### config.mk
export PLATFORM = sky130hd
export DESIGN_NAME = cdc_word_qualifier_flat
export DESIGN_NICKNAME = d
export VERILOG_FILES = /design/src/rtl/cdc_word_qualifier_if.sv /design/src/rtl/cdc_word_qualifier.sv /design/src/flat_wrapper.sv
export SDC_FILE = /design/constraint.sdc
export NUM_CORES = 1
export LEC_CHECK = 0
export CAP_MARGIN = 25
export CORE_UTILIZATION = 62
export CTS_CLUSTER_SIZE = 24
export DETAILED_ROUTE_END_ITERATION = 8
export DONT_BUFFER_PORTS = 1
export PLACE_DENSITY = 0.84
export SLEW_MARGIN = 30
export SYNTH_ARGS = -nofsm -noshare
export SYNTH_HDL_FRONTEND = slang
export SYNTH_SLANG_ARGS = --single-unit
### constraint.sdc
create_clock -name clk -period 4.2 [get_ports clk]
set_clock_uncertainty 0.15 [all_clocks]
set_input_delay 0 -clock clk [delete_from_list [all_inputs] [get_ports clk]]
set_output_delay 0 -clock clk [all_outputs]
set_load 0.02 [all_outputs]
### src/rtl/cdc_word_qualifier_if.sv
// Bundle between the word qualifier and its neighbours: the sampled word stream
// and flush coming in, and the show-ahead FIFO port and its status going out.
interface cdc_word_qualifier_if #(
  parameter int unsigned DATA_W     = 32,
  parameter int unsigned FIFO_DEPTH = 4
);
  localparam int unsigned LVL_W = $clog2(FIFO_DEPTH) + 1;

  logic [DATA_W-1:0] sync_data;
  logic              flush;
  logic              m_valid;
  logic              m_ready;
  logic [DATA_W-1:0] m_data;
  logic              ovf;
  logic [LVL_W-1:0]  level;

  modport master (
    input  sync_data, flush, m_ready,
    output m_valid, m_data, ovf, level
  );

  modport slave (
    output sync_data, flush, m_ready,
    input  m_valid, m_data, ovf, level
  );
endinterface

### src/rtl/cdc_word_qualifier.sv
// Qualifies a free-running CDC word stream once it has been steady for STABLE_CNT
// cycles and emits each newly qualified value once through a show-ahead FIFO.
module cdc_word_qualifier #(
  parameter int unsigned DATA_W     = 32,
  parameter int unsigned STABLE_CNT = 2,
  parameter int unsigned FIFO_DEPTH = 4
) (
  input logic                  clk,
  input logic                  rst,
  cdc_word_qualifier_if.master q
);

  localparam int unsigned     PTR_W    = (FIFO_DEPTH > 1) ? $clog2(FIFO_DEPTH) : 1;
  localparam int unsigned     LVL_W    = $clog2(FIFO_DEPTH) + 1;
  localparam logic [3:0]      RUN_MAX  = 4'd15;
  localparam logic [3:0]      RUN_TGT  = 4'(STABLE_CNT);
  localparam logic [LVL_W-1:0] LVL_FULL = LVL_W'(FIFO_DEPTH);

  logic [DATA_W-1:0] samp_q, samp_d;
  logic [3:0]        run_q, run_d;
  logic              have_last_q, have_last_d;
  logic [DATA_W-1:0] last_q, last_d;
  logic [DATA_W-1:0] mem_q [FIFO_DEPTH];
  logic [PTR_W-1:0]  wr_ptr_q, wr_ptr_d;
  logic [PTR_W-1:0]  rd_ptr_q, rd_ptr_d;
  logic [LVL_W-1:0]  level_q, level_d;
  logic              ovf_q, ovf_d;

  logic commit;
  logic m_valid;
  logic push;
  logic pop;
  logic full;
  logic wr_en;
  logic drop;

  // Commit fires only at the exact run count, so a saturated run never re-fires.
  always_comb begin
    commit  = (run_q == RUN_TGT) && (!have_last_q || (samp_q != last_q));
    m_valid = (level_q != '0);
    full    = (level_q == LVL_FULL);
    pop     = m_valid && q.m_ready && !q.flush;
    push    = commit && !q.flush;
    wr_en   = push && (!full || pop);
    drop    = push && full && !pop;
  end

  always_comb begin
    samp_d      = q.sync_data;
    run_d       = 4'd1;
    have_last_d = have_last_q;
    last_d      = last_q;
    wr_ptr_d    = wr_ptr_q;
    rd_ptr_d    = rd_ptr_q;
    level_d     = level_q;
    ovf_d       = ovf_q;

    // A flush restarts the run at the current sample so a steady word
    // re-qualifies STABLE_CNT edges after the flush edge.
    if (!q.flush && (q.sync_data == samp_q) && (run_q != 4'd0)) begin
      run_d = (run_q == RUN_MAX) ? RUN_MAX : run_q + 4'd1;
    end

    if (q.flush) begin
      have_last_d = 1'b0;
      wr_ptr_d    = '0;
      rd_ptr_d    = '0;
      level_d     = '0;
      ovf_d       = 1'b0;
    end else begin
      if (commit) begin
        last_d      = samp_q;
        have_last_d = 1'b1;
      end
      if (wr_en) begin
        wr_ptr_d = wr_ptr_q + PTR_W'(1);
      end
      if (pop) begin
        rd_ptr_d = rd_ptr_q + PTR_W'(1);
      end
      level_d = level_q + LVL_W'(wr_en) - LVL_W'(pop);
      ovf_d   = ovf_q | drop;
    end
  end

  always_ff @(posedge clk or posedge rst) begin
    if (rst) begin
      samp_q      <= '0;
      run_q       <= '0;
      have_last_q <= 1'b0;
      last_q      <= '0;
      wr_ptr_q    <= '0;
      rd_ptr_q    <= '0;
      level_q     <= '0;
      ovf_q       <= 1'b0;
    end else begin
      samp_q      <= samp_d;
      run_q       <= run_d;
      have_last_q <= have_last_d;
      last_q      <= last_d;
      wr_ptr_q    <= wr_ptr_d;
      rd_ptr_q    <= rd_ptr_d;
      level_q     <= level_d;
      ovf_q       <= ovf_d;
    end
  end

  always_ff @(posedge clk) begin
    if (wr_en) begin
      mem_q[wr_ptr_q] <= samp_q;
    end
  end

  // Gating m_data by m_valid keeps it at zero after reset without clearing storage.
  assign q.m_valid = m_valid;
  assign q.m_data  = m_valid ? mem_q[rd_ptr_q] : '0;
  assign q.ovf     = ovf_q;
  assign q.level   = level_q;

endmodule

### src/flat_wrapper.sv
// flat-port wrapper written by rule: the top's interface ports become plain ports
module cdc_word_qualifier_flat 
#(
  parameter int unsigned DATA_W     = 32,
  parameter int unsigned STABLE_CNT = 2,
  parameter int unsigned FIFO_DEPTH = 4
)
  (clk, rst, q_sync_data, q_flush, q_m_ready, q_m_valid, q_m_data, q_ovf, q_level);
  cdc_word_qualifier_if #(.DATA_W(DATA_W), .FIFO_DEPTH(FIFO_DEPTH)) q_i ();
  input logic clk;
  input logic rst;
  input wire logic [$bits(q_i.sync_data)-1:0] q_sync_data;
  input wire logic [$bits(q_i.flush)-1:0] q_flush;
  input wire logic [$bits(q_i.m_ready)-1:0] q_m_ready;
  output wire logic [$bits(q_i.m_valid)-1:0] q_m_valid;
  output wire logic [$bits(q_i.m_data)-1:0] q_m_data;
  output wire logic [$bits(q_i.ovf)-1:0] q_ovf;
  output wire logic [$bits(q_i.level)-1:0] q_level;
  assign q_i.sync_data = q_sync_data;
  assign q_i.flush = q_flush;
  assign q_i.m_ready = q_m_ready;
  assign q_m_valid = q_i.m_valid;
  assign q_m_data = q_i.m_data;
  assign q_ovf = q_i.ovf;
  assign q_level = q_i.level;
  cdc_word_qualifier #(.DATA_W(DATA_W), .STABLE_CNT(STABLE_CNT), .FIFO_DEPTH(FIFO_DEPTH)) u_core (.clk(clk), .rst(rst), .q(q_i));
endmodule
# Word-level counts from Yosys, hierarchy flattened
# Memory sizes are Yosys's and may differ from the RTL's.
# Index checks and enable logic that the tools add are counted.
classes:
  add_sub_neg: 5
  n_eq_ne: 5
  mux: 13
  bitwise: 2
  n_reduce_logical: 21
op_table:
  columns: ["op", "count"]
  rows:
  - ["$eq 32x32->1", 1]
  - ["$mux 32", 1]
  - ["$ne 32x32->1", 1]
  - ["$logic_and 1x1->1", 9]
  - ["$mux 2", 4]
  - ["$mux 4", 2]
  - ["$reduce_bool 2->1", 3]
  - ["$mux 1", 5]
  - ["$add 2x1->2 const B", 2]
  - ["$add 4x1->4 const B", 1]
  - ["$eq 4x2->1 const B", 1]
  - ["$eq 4x4->1 const B", 1]
  - ["$logic_not 1->1", 4]
  - ["$reduce_bool 4->1", 1]
  - ["$add 3x1->3", 1]
  - ["$eq 3x3->1 const B", 1]
  - ["$mux 3", 1]
  - ["$reduce_bool 3->1", 1]
  - ["$sub 3x1->3", 1]
  - ["$logic_or 1x1->1", 2]
  - ["$reduce_and 2->1", 1]
  - ["$not 1->1", 1]
  - ["$or 1x1->1", 1]
word_totals:
  regBits: 77
  ram_bits: 128
  mem_count: 1
mem_list:
  columns: ["memory", "depth", "width", "rd", "rd_clocked_by_memory_dff", "wr", "line", "text"]
  rows:
  - ["u_core.mem_q", 4, 32, 1, 0, 1, "cdc_word_qualifier.sv:23", "logic [DATA_W-1:0] mem_q [FIFO_DEPTH];"]

# Longest topological paths before layout
# Gate-level depths: netlist of the first run.
depth:
  ltp_word: 8
  ltp_mapped: 12
  ltp_nobuf: 12

# Worst setup path before layout of the first run
# OpenSTA, ideal clock, no wires.
synth_path:
  path_kind: "reg2reg"
  startpoint: "reg u_core.level_q[1] (netlist: u_core.q.level[1])"
  endpoint: "mem u_core.mem_q[0][0] (enable)"
  arrival_time_ps: 2358
  slack_ps: 1300
  path_stages_with_launch: 8
  n_path_buf: 1
  period_less_slack_ps: 2900
  path_cell_list: "dfrtp_1 > or3_1 > clkbuf_1 > nand2_1 > o211ai_1 > nand2_1 > nor2_1 > and2_1"
synth_via:
  elab_chain_cells: 7
  word_cells_on_any_way: 9
  classes_between: "eq/ne: 1; mux: 2; reduce/logical: 6"
synth_rtl:
  columns: ["element", "line", "text"]
  rows:
  - ["start: declaration", "cdc_word_qualifier.sv:26", "logic [LVL_W-1:0] level_q, level_d;"]
  - ["start signal: assignment", "cdc_word_qualifier.sv:103", "level_q <= level_d;"]
  - ["$reduce_bool 3->1", "cdc_word_qualifier.sv:40", "m_valid = (level_q != '0);"]
  - ["$logic_and 1x1->1 (2 in a row)", "cdc_word_qualifier.sv:42", "pop = m_valid && q.m_ready && !q.flush;"]
  - ["$logic_or 1x1->1 *", "cdc_word_qualifier.sv:44", "wr_en = push && (!full || pop);"]
  - ["$logic_and 1x1->1 *", "cdc_word_qualifier.sv:44", null]
  - ["$mux 1 *", "cdc_word_qualifier.sv:109", "if (wr_en) begin"]
  - ["$mux 1 (implied by the code) *", "cdc_word_qualifier.sv:110", "mem_q[wr_ptr_q] <= samp_q;"]
  - ["end: declaration", "cdc_word_qualifier.sv:23", null]
# Mark *: on every way between the ends. The rest lies on a longest branch, timed or not.

# Worst setup path in the final report of the first run
layout_path:
  startpoint: "reg u_core.level_q[1] (netlist: u_core.q.level[1])"
  endpoint: "mem u_core.mem_q[2][5] (enable)"
# The elaborated chain is that of the path after synthesis.

==> results of run 1 <==
## metrics by stage
stage	setup WS (ps)	utilization	instances	area, µm²
floorplan	1300	-	472	8430
global route	728	0.752	740	9960
finish	945	0.752	740	9960
global placement	1120	0.650	640	8610
detailed placement	1030	0.650	640	8610
CTS	1010	0.751	738	9940
## logic make-up after synthesis
kind of cell    after synthesis  share of synthesized area
fa+ha+maj                    10                     0.0157
xor+xnor                     63                     0.0655
compound gates               13                     0.0113
flops                       205                      0.685
mux                          66                      0.144
buf+inv                      32                     0.0214
simple gates                 83                     0.0575
## routing by layer
| metal | up-vias | GRT usage |
|---|---|---|
| met1 | 2353 | 0.361 |
| met5 | - | 0 |
| met3 | 35 | 0.0381 |
| met2 | 198 | 0.451 |
| met4 | 0 | 0.0767 |
| li1 | 1904 | - |
## state kept, by name, indices dropped and copies added (netlist names)
register,flops
u_core.last_q,32
u_core.mem_q,128
u_core.have_last_q,1
u_core.q.level,3
u_core.wr_ptr_q,2
u_core.samp_q,32
u_core.rd_ptr_q,2
u_core.run_q,4
u_core.q.ovf,1
## power breakdown
group / internal [µW] / switching [µW] / leakage (µW)
logic: 302 / 457 / 0.00143
registers: 2170 / 122 / 0.00214
clock network: 1150 / 725 / 0.000342
total: 3620 / 1300 / 0.00391
## critical path, cell delays in order (launching register included)
cell	delay [ps]
dfrtp_1	560
or3_1	190
nand2_1	110
o211ai_1	260
nand2_1	100
nor2_1	390
and2_1	720
buf_4	420
## cells in the final DEF, fill, tap and decap left out, drive strengths merged, types with 2 or more instances in the layout
| master | Yosys | routed |
|---|---|---|
| o22ai | 3 | 3 |
| nand2b | 2 | 2 |
| nand4 | 3 | 3 |
| clkinv | 0 | 6 |
| buf | 7 | 10 |
| mux4 | 32 | 32 |
| edfxtp | 128 | 128 |
| dlygate4sd3 | 0 | 63 |
| nor4 | 13 | 13 |
| xnor2 | 8 | 8 |
| xor2 | 55 | 55 |
| mux2 | 33 | 33 |
| clkbuf | 10 | 28 |
| nor3b | 2 | 2 |
| inv | 15 | 14 |
| bufinv | 0 | 3 |
| nand3 | 7 | 7 |
| and2 | 36 | 36 |
| nand2 | 4 | 4 |
| nor2 | 11 | 11 |
| ha | 9 | 9 |
| dfrtp | 77 | 77 |
## cell type report
| type | count | share of cell area |
|---|---|---|
| Sequential cell | 205 | 0.580 |
| Multi-Input combinational cell | 235 | 0.249 |
| Timing Repair Buffer | 73 | 0.0741 |
| Clock buffer | 28 | 0.0584 |
| Tap cell | 176 | 0.0221 |
| Clock inverter | 8 | 0.0113 |
| Inverter | 15 | 0.00578 |
## how the worst min path moves through the flow
stage,startpoint,endpoint,cells after the start
2_1_floorplan,q_sync_data[0],u_core.samp_q[0],0
3_3_place_gp,rst,u_core.samp_q[23],1
3_5_place_dp,q_sync_data[29],u_core.samp_q[29],0
4_1_cts,q_sync_data[19],u_core.samp_q[19],1
5_1_grt,q_sync_data[1],u_core.samp_q[1],1
6_report,q_sync_data[1],u_core.samp_q[1],1
## timing repair
| item | CTS | global route |
|---|---|---|
| hold buffers | 62 | 2 |
| hold endpoints to repair | 88 | 2 |
| endpoints found under the setup margin | 0 | 0 |
| setup buffers | 0 | 0 |
==> impl.org, run 1 <==
** Critical path
- For flop-to-flop paths, the worst setup slack is approximately 950 ps.
- Number of cell instances on the worst register-to-register path :: 7
- The startpoint identified for the worst register-to-register timing path is u_core.q.level[1].
- Signal arrival time at the worst endpoint :: 3250 ps
- CP Launch Type :: flip-flop
- Following the worst setup path forward leads to its endpoint at u_core.mem_q[2][5].
- The worst setup path is of the flip-flop to flip-flop kind.
- Capture instance of the worst register-to-register path :: u_core.mem_q[2][5]
- Type of element capturing the critical path :: flip-flop
- CP Data Required Time :: about 4200 ps
- The most critical setup path has its startpoint at u_core.q.level[1].
- Critical path peak fanout :: 18

** Layout
- Footprint of the multi-input gates :: between 2000 and 2500 µm²
- Layout net count :: approximately 600
- Of the cells placed in the final design, the portion with a size suffix greater than 1 is 0.193.
- After filler insertion, the fill cell instance count of the layout stands at roughly 720.
- The repair_antennas step left the layout with diodes totalling 0.
- The sequential cells in the finished layout cover a total of between 5000 and 6000 µm².
- Compared with the post-synthesis result, the final layout area differs by 18.2%.

** Drt
- In the final routing, the length of wire on met1 measures around 7100 µm.
- Number of violations reported at the end of detailed-routing iteration 0 :: 440
- Routed wl met2 :: just over 9000 µm
- Detailed-route vias per instance :: approximately 6.1
- The final layout contains routed wiring with a total length of 17800 µm.
- The pre-antenna-repair detailed-routing pass consisted of 5 iterations.
- DRC violations left :: 0
- After detailed routing, the average wire length per cell comes to between 20 and 25 µm.
- In the detailed route, the total length drawn on met3 is about 1100 µm.
- Across all layers, the routed design uses 4490 vias.
- Highest Signal Layer :: met4
- Post-DRT Antenna Nets :: 0

** STA
- Slew of the pin with the lowest slew margin :: slightly above 900 ps
- Of the available clock period, the critical path in the final layout requires 0.775.
- In the final timing run, aggregate negative setup slack is 0 ps.
- Setup violations remaining at the end of the flow were counted as 0.
- Minimum clock period :: between 3000 and 4000 ps
- Post-route worst hold slack :: -11.8 ps
- The final hold violation count came to 1.
- RSZ-0062 raised after global routing :: false
- Based on the critical path, the design can be clocked at up to 307 MHz.
- Max-slew violation count :: 0
- In this run the tightest slew margin relative to its limit is 0.384.

** Logic synthesis
- Of all flip-flops after synthesis, the portion carrying an async set or reset was 0.376.
- Total of warnings raised by yosys :: 0
- Yosys mapped a number of flops with a built-in enable equal to around 130.
- Area contributors post-synth :: edfxtp_1 46%, dfrtp_1 23%, mux4_2 8.6%, xor2_1 5.7%, mux2_4 5.2%
- Cell area after synthesis :: about 8400 µm²
- Largest area contributor in the synthesized netlist :: edfxtp_1
- After technology mapping, the gate count stands at about 470.
- Post-synthesis cell type count :: 40
- For this run, the register share of the synthesized area comes to 0.685.
- Dividing the synthesized area by the synthesized cell count gives approximately 18 µm².
- Area share of the largest cell type after synthesis :: 0.456
- Counting every net in the synthesized netlist gives about 520.
- Top cells by count, synth :: 128 x edfxtp_1, 77 x dfrtp_1, 55 x xor2_1
- In the post-synthesis netlist, the cell with the most instances is edfxtp_1.
- Number of storage elements in the synthesis netlist :: slightly above 200
- Most common flop cell mapped by yosys :: edfxtp_1

** Run
- Max-cap violations in this run came to 0.

** Die
- Die outline area :: 14100 µm²
- FP Rows :: 42
- Height of the die :: 119 µm
- 73 I/O pins were placed.
- The die is 119 µm wide.
- Initial Utilization :: 0.636
- In this run the standard cell core region covers 13200 µm².

** Global route
- For this run, the total global-route usage over all layers was measured as 0.265.
- The first global-routing pass estimated around 28000 µm of wire.
- Entering global routing, the biggest net connects 44 pins.
- Summed over all layers, the global routing overflow is 0.
- The number of antenna violations at the first check in global routing is 0.
- Via count of the first global-routing pass :: around 4.9k

** Power
- After layout, the design draws a total of between 4000 and 5000 µW.
- Power spread over the standard cell area amounts to just under 500 nW/µm².
- Summed over all cells, the static leakage comes to 0.00391 µW.
- IR analysis of the VDD net gives a maximum drop of about 370 µV.

** CTS
- Clock net sink count :: roughly 200
- CTS root buf :: clkbuf_16
- Buffers from clock root to sink, at most :: 3
- H-tree levels :: 1
- Insertion delay to the later sink of the worst-skew pair :: about 480 ps
- After clock tree synthesis, the clock-pin slew on the worst setup and hold paths is around 60 ps.
- After clock tree synthesis, the repair step resized 0 gates.
- Clock buffers created by TritonCTS :: 20
- TritonCTS built the clock tree.

** Place
- Final HPWL DP :: approximately 10000 µm
- The congestion estimate from routability-driven global placement came to 0.772.
- The count of buffers added on input and output ports is 0.

** Run status
- Outcome :: finished with violations
- Violated checks :: hold timing

** Hold path
- Worst hold path class :: input port to flip-flop
Power figures use the tool's default switching activity.
==> inputs of run 2 (changes only) <==
Settings changed: CORE_UTILIZATION 62 to 57, PLACE_DENSITY 0.84 to 0.81.
Clock period 4.2 ns to 2.76 ns, I/O delays scaled along.
==> run 2 against run 1 <==
Net effect: the run still ends with hold timing left; critical endpoint is now u_core.q.level[2]; non-clock buffer count grew 37; cell count grew 6.1%; sequential power grew 46%; flip-flop and latch count is the same; first-iteration DRC count shrank 21%; largest power group unchanged.
==> impl.org, run 2 (synthesis gave the netlist of run 1 again) <==
** Hold path
- Hold EP :: u_core.run_q[0]
- The path class of the tightest hold or removal check is input port to flip-flop.
- The worst hold path begins at q_sync_data[13].
- The hold path depth was 6 (+5).

** Global route
- The global-route met3 utilization is 0.0426 (+0.00446).
- Number of antenna violations at the first check in global routing :: 0 (unchanged)
- The number of global-route vias before repair came to 4949 (+0.53%).
- First-pass GRT wire length :: 27600 µm (-0.96%)
- The met1 usage came to 0.331 (-0.0297).
- Total global-route track usage :: 0.251 (-0.0145)
- After global routing, the most crowded layer is met2.
- Maximum number of pins on one net before global-route repair :: 35 (-20%)
- The aggregate global routing overflow came to 0 (unchanged).
- Met2 Usage GRT :: 0.423 (-0.0281)

** Layout
- The fill cell total of the finished layout is 889 (+23%).
- The share of layout cells above drive strength 1 is 0.250 (+0.0563).
- Fraction of the core area covered by cells at the end of the flow :: 0.712 (-0.0396)
- Max FFs per register :: 128 (unchanged)
- Count of inserted antenna diode cells :: 0 (unchanged)
- Most used cells in the layout excluding fill and tap cells :: 128 x edfxtp_1, 76 x dfrtp_1, 67 x dlygate4sd3_1, 55 x xor2_1, 36 x buf_4
- Layout net count :: 633 (+6.2%)
- In the final layout, the registers with the most flip-flops are u_core.mem_q (128), u_core.last_q (32), u_core.samp_q (32).
- Relative to the synthesized area, the layout overhead comes to 22.4%.
- Most common cell after layout, fill and taps aside :: edfxtp_1
- Register bank with the most flops :: u_core.mem_q

** Place
- Input/output buffers :: 0 (unchanged)
- Final estimated routing congestion in global placement :: 0.764 (-0.96%)
- The detailed placement HPWL was 11000 µm (+5.6%).

** Die
- The initial standard-cell utilization of the core was 0.582 (-0.0543).
- Number of primary I/O pins :: 73 (unchanged)
- Die boundary width :: 124 µm (+4.2%)
- FP Rows :: 44 (+4.8%)
- Height of the die :: 124 µm (+4.2%)
- The placeable core region came to 14500 µm² (+9.3%).
- The die area was 15300 µm² (+8.6%).

** Run status
- The checks that failed: hold timing.
- The run finished, with violations left.

** Critical path
- FF-to-FF setup slack :: 130 ps (-820 ps)
- Type of element capturing the critical path :: flip-flop
- Capture instance of the worst register-to-register path :: u_core.q.level[2]
- Critical path peak fanout :: 2 (-16)
- Worst Setup Path Type :: flip-flop to flip-flop
- Number of cell instances on the worst register-to-register path :: 11 (+4)
- CP Launch Type :: flip-flop
- The startpoint identified for the worst register-to-register timing path is u_core.last_q[10].
- The data required time at the worst endpoint came to 2950 ps (-1250 ps).
- The arrival time of data at the critical path endpoint is 2820 ps (-430 ps).

** CTS
- The H-tree level count came to 1 (unchanged).
- The tree is rooted in a clkbuf_16.
- TritonCTS built the clock tree.
- The clock transition at the registers of the reported paths is 60 ps (about the same).
- The clock sink count was 205 (unchanged).
- Insertion delay to the later sink of the worst-skew pair :: 490 ps (about the same)
- The clock tree buffer depth came to 3 (unchanged).
- Clock buffers created by TritonCTS :: 20 (unchanged)

** Power
- Reported leakage power :: 0.00410 µW (+4.7%)
- Power density normalized to cell area :: 727 nW/µm² (+47%)
- The worst supply voltage drop on vdd was 496 µV (+35%).

** STA
- The worst hold margin was -0.225 ps (+11.6 ps).
- The total count of max-transition violations in the final report was 0 (unchanged).
- The slew of the pin with the lowest slew margin is 722 ps (-201 ps).
- The total negative slack was 0 ps (unchanged).
- Headroom to the max-slew limit :: 0.514 (+0.130)
- Final worst-path cycle share :: 0.954 (+0.179)
- Final count of hold timing violations :: 1 (unchanged)
- Minimum clock period :: 2630 ps (-621 ps)
- Setup repair after global routing left no endpoint under its margin.
- Total of endpoints with negative setup slack in the final report :: 0 (unchanged)
- The achievable clock frequency came to 380 MHz (+24%).

** Drt
- The remaining antenna violation count was 0 (unchanged).
- Detailed-route vias per instance :: 5.76 (-5.0%)
- Routed via count :: 4524 (+0.76%)
- DRC violations left :: 0 (unchanged)
- Number of violations reported at the end of detailed-routing iteration 0 :: 346 (-21%)
- The sum of routed wire length over all layers is 18100 µm (+1.7%).
- The count of TritonRoute iterations in the first routing pass was 4 (-1).
- Average wire per standard cell :: 23.0 µm (-4.1%)

** Run
- The number of maximum-capacitance constraint violations came to 0 (unchanged).
run 2: changes by cell type in the layout (fill, tap and decap cells not counted), moves of 2 or more:
cell           delta
and2_1            -4
buf_12            +5
nor4_2            +3
dlygate4sd3_1     +4
and2_2            +4
clkbuf_8          -2
clkinvlp_4        +2
buf_4            +28
nor4_1            -3
run 2: layer usage:
layer | routed length, µm | up-vias
met1 | 7450 | 2377
met3 | 879 | 32
met2 | 9290 | 131
met5 | 0 | -
li1 | - | 1984
met4 | 471 | 0
run 2: cell type report:
class | instances | area (µm²) | share of cell area
clock buffers | 27 | 579 | 0.0562
flip-flops and latches | 205 | 5770 | 0.559
multi-input cells | 235 | 2500 | 0.242
inverters | 15 | 57.6 | 0.00558
repair buffers | 110 | 1070 | 0.103
well taps | 184 | 230 | 0.0223
clock inverters | 9 | 110 | 0.0107
run 2: how the worst max path moves through the flow:
stage	depth (start not counted)	start	to	slack, ps
floorplan	12	u_core.q.level[1]	u_core.q.level[2]	20
global placement	11	u_core.last_q[28]	u_core.q.level[2]	80
detailed placement	11	u_core.last_q[28]	u_core.q.level[2]	60
CTS	11	u_core.last_q[10]	u_core.q.level[2]	10
global route	11	u_core.last_q[28]	u_core.q.level[2]	20
finish	11	u_core.last_q[10]	u_core.q.level[2]	130
run 2: power by group:
| part | internal, µW | switching, µW |
|---|---|---|
| combinational | 511 | 850 |
| sequential | 3310 | 40.7 |
| clock | 1670 | 1120 |
run 2: worst max-delay path, stage by stage, from the launching register on:
cell	delay [ps]
dfrtp_1	400
xor2_1	180
nor4_2	320
nand4_1	190
nor4_2	290
nor2_1	110
ha_1	200
inv_1	70
fa_1	190
xor2_1	180
xnor2_1	130
nor2_1	70
run 2: repair_timing:
| action | 4_1_cts | 5_1_grt |
|---|---|---|
| setup buffers | 0 | 0 |
| hold buffers | 68 | 0 |
| gates resized for setup | 0 | 3 |
| endpoints found under the setup margin | 0 | 151 |
| endpoints found under the hold margin | 153 | 0 |
run 2: metrics by stage:
| stage | std cells | setup WS [ps] | total power, µW | instance area (µm²) | hold WS (ps) |
|---|---|---|---|---|---|
| floorplan | 472 | 24.4 | 4400 | 8430 | -119 |
| global placement | 681 | 77.4 | 4650 | 8930 | -262 |
| detailed placement | 681 | 58.7 | 4670 | 8930 | -260 |
| CTS | 785 | 13.5 | 7540 | 10300 | 0.467 |
| global route | 785 | 15.7 | 7770 | 10300 | 6.75 |
| finish | 785 | 126 | 7500 | 10300 | -0.225 |
==> inputs of run 3 (changes only) <==
Settings changed: CELL_PAD_IN_SITES_DETAIL_PLACEMENT set to 1, CELL_PAD_IN_SITES_GLOBAL_PLACEMENT set to 2, CORE_UTILIZATION 57 to 43, PLACE_DENSITY 0.81 to 0.82.
==> run 3 against run 2 <==
Net effect: the run now ends clean; combinational power increased by 3%; utilization is 16 points lower; maximum frequency decreased by 2.5%; cell area rose by 1.8%; via count grew 1.1%; worst hold slack better by 4.5 ps; cell count is 11% higher; setup slack worse by 67 ps; clock power decreased by 3%; flip-flop and latch count unchanged.
==> impl.org, run 3 (synthesis gave the netlist of run 1 again) <==
** Run status
- The run finished with clean final reports.

** Power
- Worst IR drop on VDD :: 544 µV (+9.6%)
- The overall power consumption was 7460 µW (-0.56%).
- Reported leakage power :: 0.00413 µW (+0.72%)
- The cell area power density came to 710 nW/µm² (-2.3%).

** Die
- The die area came to 20200 µm² (+32%).
- The placeable core region is 19000 µm² (+31%).
- Height of the die :: 142 µm (+15%)
- Die boundary width :: 142 µm (+15%)
- Initial Utilization :: 0.444 (-0.137)
- Number of primary I/O pins :: 73 (unchanged)
- The number of cell rows was 50 (+14%).

** Critical path
- CP Data Required Time :: 2970 ps (+20 ps)
- The worst reg2reg path depth came to 11 (unchanged).
- The peak per-stage delay on the critical path is 380 ps (-20 ps).
- The arrival time of data at the critical path endpoint was 2910 ps (+90 ps).
- The worst setup path is captured at a flip-flop.
- The maximum net fanout on the critical path came to 2 (unchanged).
- CP Launch Type :: flip-flop
- Cell family with the largest share of critical-path delay :: simple AND/OR/NAND/NOR gates
- Critical path, cell by cell :: xor2_1 -> nor4_2 -> nand4_1 -> nor4_2 -> nor2_1 -> ha_2 -> inv_1 -> fa_2 -> xor2_2 -> xnor2_1 -> nor2_1
- The total buffers and inverters traversed by the critical path came to 1 (unchanged).
- The slowest stage of the critical path is the dfrtp_1 cell.
- WP depth :: 11 (unchanged)
- The critical path is of the flip-flop to flip-flop type.

** CTS
- Buffers from clock root to sink, at most :: 3 (unchanged)
- H-tree levels :: 1 (unchanged)
- The later-pin clock latency in the skew report is 500 ps (about the same).
- Clock net sink count :: 205 (unchanged)
- CTS root buf :: clkbuf_16
- The clock transition at the registers of the reported paths is 60 ps (about the same).
- TritonCTS built the clock tree.
- Clock buffers created by TritonCTS :: 22 (+10%)

** STA
- RSZ-0062 raised after global routing :: true
- The slew of the pin with the lowest slew margin is 559 ps (-163 ps).
- The final hold violation count is 0 (-1).
- Final worst-path cycle share :: 0.979 (+0.0242)
- The minimum clock period after layout came to 2700 ps (+66.8 ps).
- The total negative slack was 0 ps (unchanged).
- Headroom to the max-slew limit :: 0.627 (+0.113)
- Max frequency :: 370 MHz (-2.5%)
- Total of endpoints with negative setup slack in the final report :: 0 (unchanged)
- Max-slew violation count :: 0 (unchanged)
- The smallest setup slack after layout was 59.3 ps (-66.8 ps).

** Drt
- The number of vias in the routed layout came to 4574 (+1.1%).
- DRT met1 WL :: 8740 µm (+17%)
- The average via count per standard cell was 5.23 (-9.2%).
- The remaining antenna violation count was 0 (unchanged).
- The DRC violation total after the first TritonRoute iteration is 341 (-1.4%).
- Average wire per standard cell :: 24.4 µm (+5.7%)
- DRT Wirelength :: 21300 µm (+18%)
- DRC violations left :: 0 (unchanged)
- The count of TritonRoute iterations in the first routing pass was 4 (unchanged).
- The routed length on met2 is 11200 µm (+21%).
- The routed length on met3 is 909 µm (+3.4%).
- Highest Signal Layer :: met4

** Global route
- Residual overflow from global routing :: 0 (unchanged)
- Maximum number of pins on one net before global-route repair :: 35 (unchanged)
- The overall global routing resource usage was 0.223 (-0.0278).
- Via count of the first global-routing pass :: 5235 (+5.8%)
- Number of antenna violations at the first check in global routing :: 1 (+1)
- The wire length of the first global-routing pass was 32600 µm (+18%).

** Hold path
- The min-delay analysis places its worst path in the category input port to flip-flop.
- Hold Crit Depth :: 6 (unchanged)

** Layout
- Counting flops per register, the top entry is u_core.mem_q.
- Area growth, synth to finish :: 24.6%
- The number of inserted diodes is 0 (unchanged).
- Layout net count :: 644 (+1.7%)
- The design area was 10500 µm² (+1.8%).
- The top cell types in the final layout, fill and taps aside, are 128 x edfxtp_1, 76 x dfrtp_1, 68 x dlygate4sd3_1, 54 x xor2_1, 42 x buf_4.
- The number of flip-flops in the largest register was 128 (unchanged).
- The share of layout cells above drive strength 1 is 0.256 (+0.00612).
- Most common cell after layout, fill and taps aside :: edfxtp_1
- The fill cell total of the finished layout came to 1739 (+96%).
- Biggest regs :: u_core.mem_q (128), u_core.last_q (32), u_core.samp_q (32)

** Place
- The global placement routability congestion was 0.781 (+2.2%).
- Final HPWL DP :: 12700 µm (+16%)
- The port buffer count came to 0 (unchanged).
- Placement Cell Area :: 9110 µm² (+2.0%)
- Worst-case setup slack after placement :: -79.0 ps (-138 ps)

** Run
- The number of maximum-capacitance constraint violations is 0 (unchanged).
==> run 3: through the flow <==
| step | hold WS, ps | cells | util |
|---|---|---|---|
| finish | 4.28 | 874 | 0.554 |
| detailed placement | -148 | 765 | 0.481 |
| global route | 24.9 | 874 | 0.554 |
| floorplan | -119 | 472 | - |
| CTS | 0.743 | 874 | 0.553 |
| global placement | -146 | 765 | 0.481 |
==> run 3: layout make-up <==
type | count | area, µm² | share of cell area
sequential | 205 | 5770 | 0.550
multi-input combinational | 235 | 2510 | 0.239
timing repair buffer | 119 | 1180 | 0.112
clock buffer | 33 | 623 | 0.0593
tap | 260 | 325 | 0.0310
inverter | 15 | 57.6 | 0.00548
clock inverter | 7 | 37.5 | 0.00357
==> run 3: routing by layer <==
| layer | global-route usage | vias to the layer above |
|---|---|---|
| li1 | - | 1999 |
| met1 | 0.285 | 2429 |
| met2 | 0.396 | 121 |
| met3 | 0.0353 | 25 |
| met4 | 0.0560 | 0 |
| met5 | 0 | - |
==> run 3: final timing paths <==
kind	from	end	slack, ps
worst max-delay path	u_core.last_q[14]	u_core.q.level[2]	60
worst min-delay path	q_sync_data[8]	u_core.run_q[0]	4
worst max register to register	u_core.last_q[14]	u_core.q.level[2]	60
worst min register to register	u_core.have_last_q	u_core.have_last_q	380
max in group asynchronous	rst	u_core.samp_q[27]	1690
min in group asynchronous	rst	u_core.samp_q[22]	450
==> run 3: tightest hold or removal path, cell delays in order <==
cell and delay, ps:
xor2_1 110, nor4_1 80, nand4_1 110, nor4_1 80, buf_4 150, nand3_1 80
==> run 3: what timing repair did <==
action	CTS	global route
resized for setup	2	4
endpoints found under the hold margin	142	0
pin swaps	0	7
setup buffers	0	0
hold buffers	69	0
endpoints found under the setup margin	28	26
==> run 3: power by group <==
group          leakage [µW]  internal, µW  switching (µW)  total, µW
clock network      0.000318          1560            1140       2710
logic               0.00167           528             876       1400
registers           0.00214          3310            36.1       3350
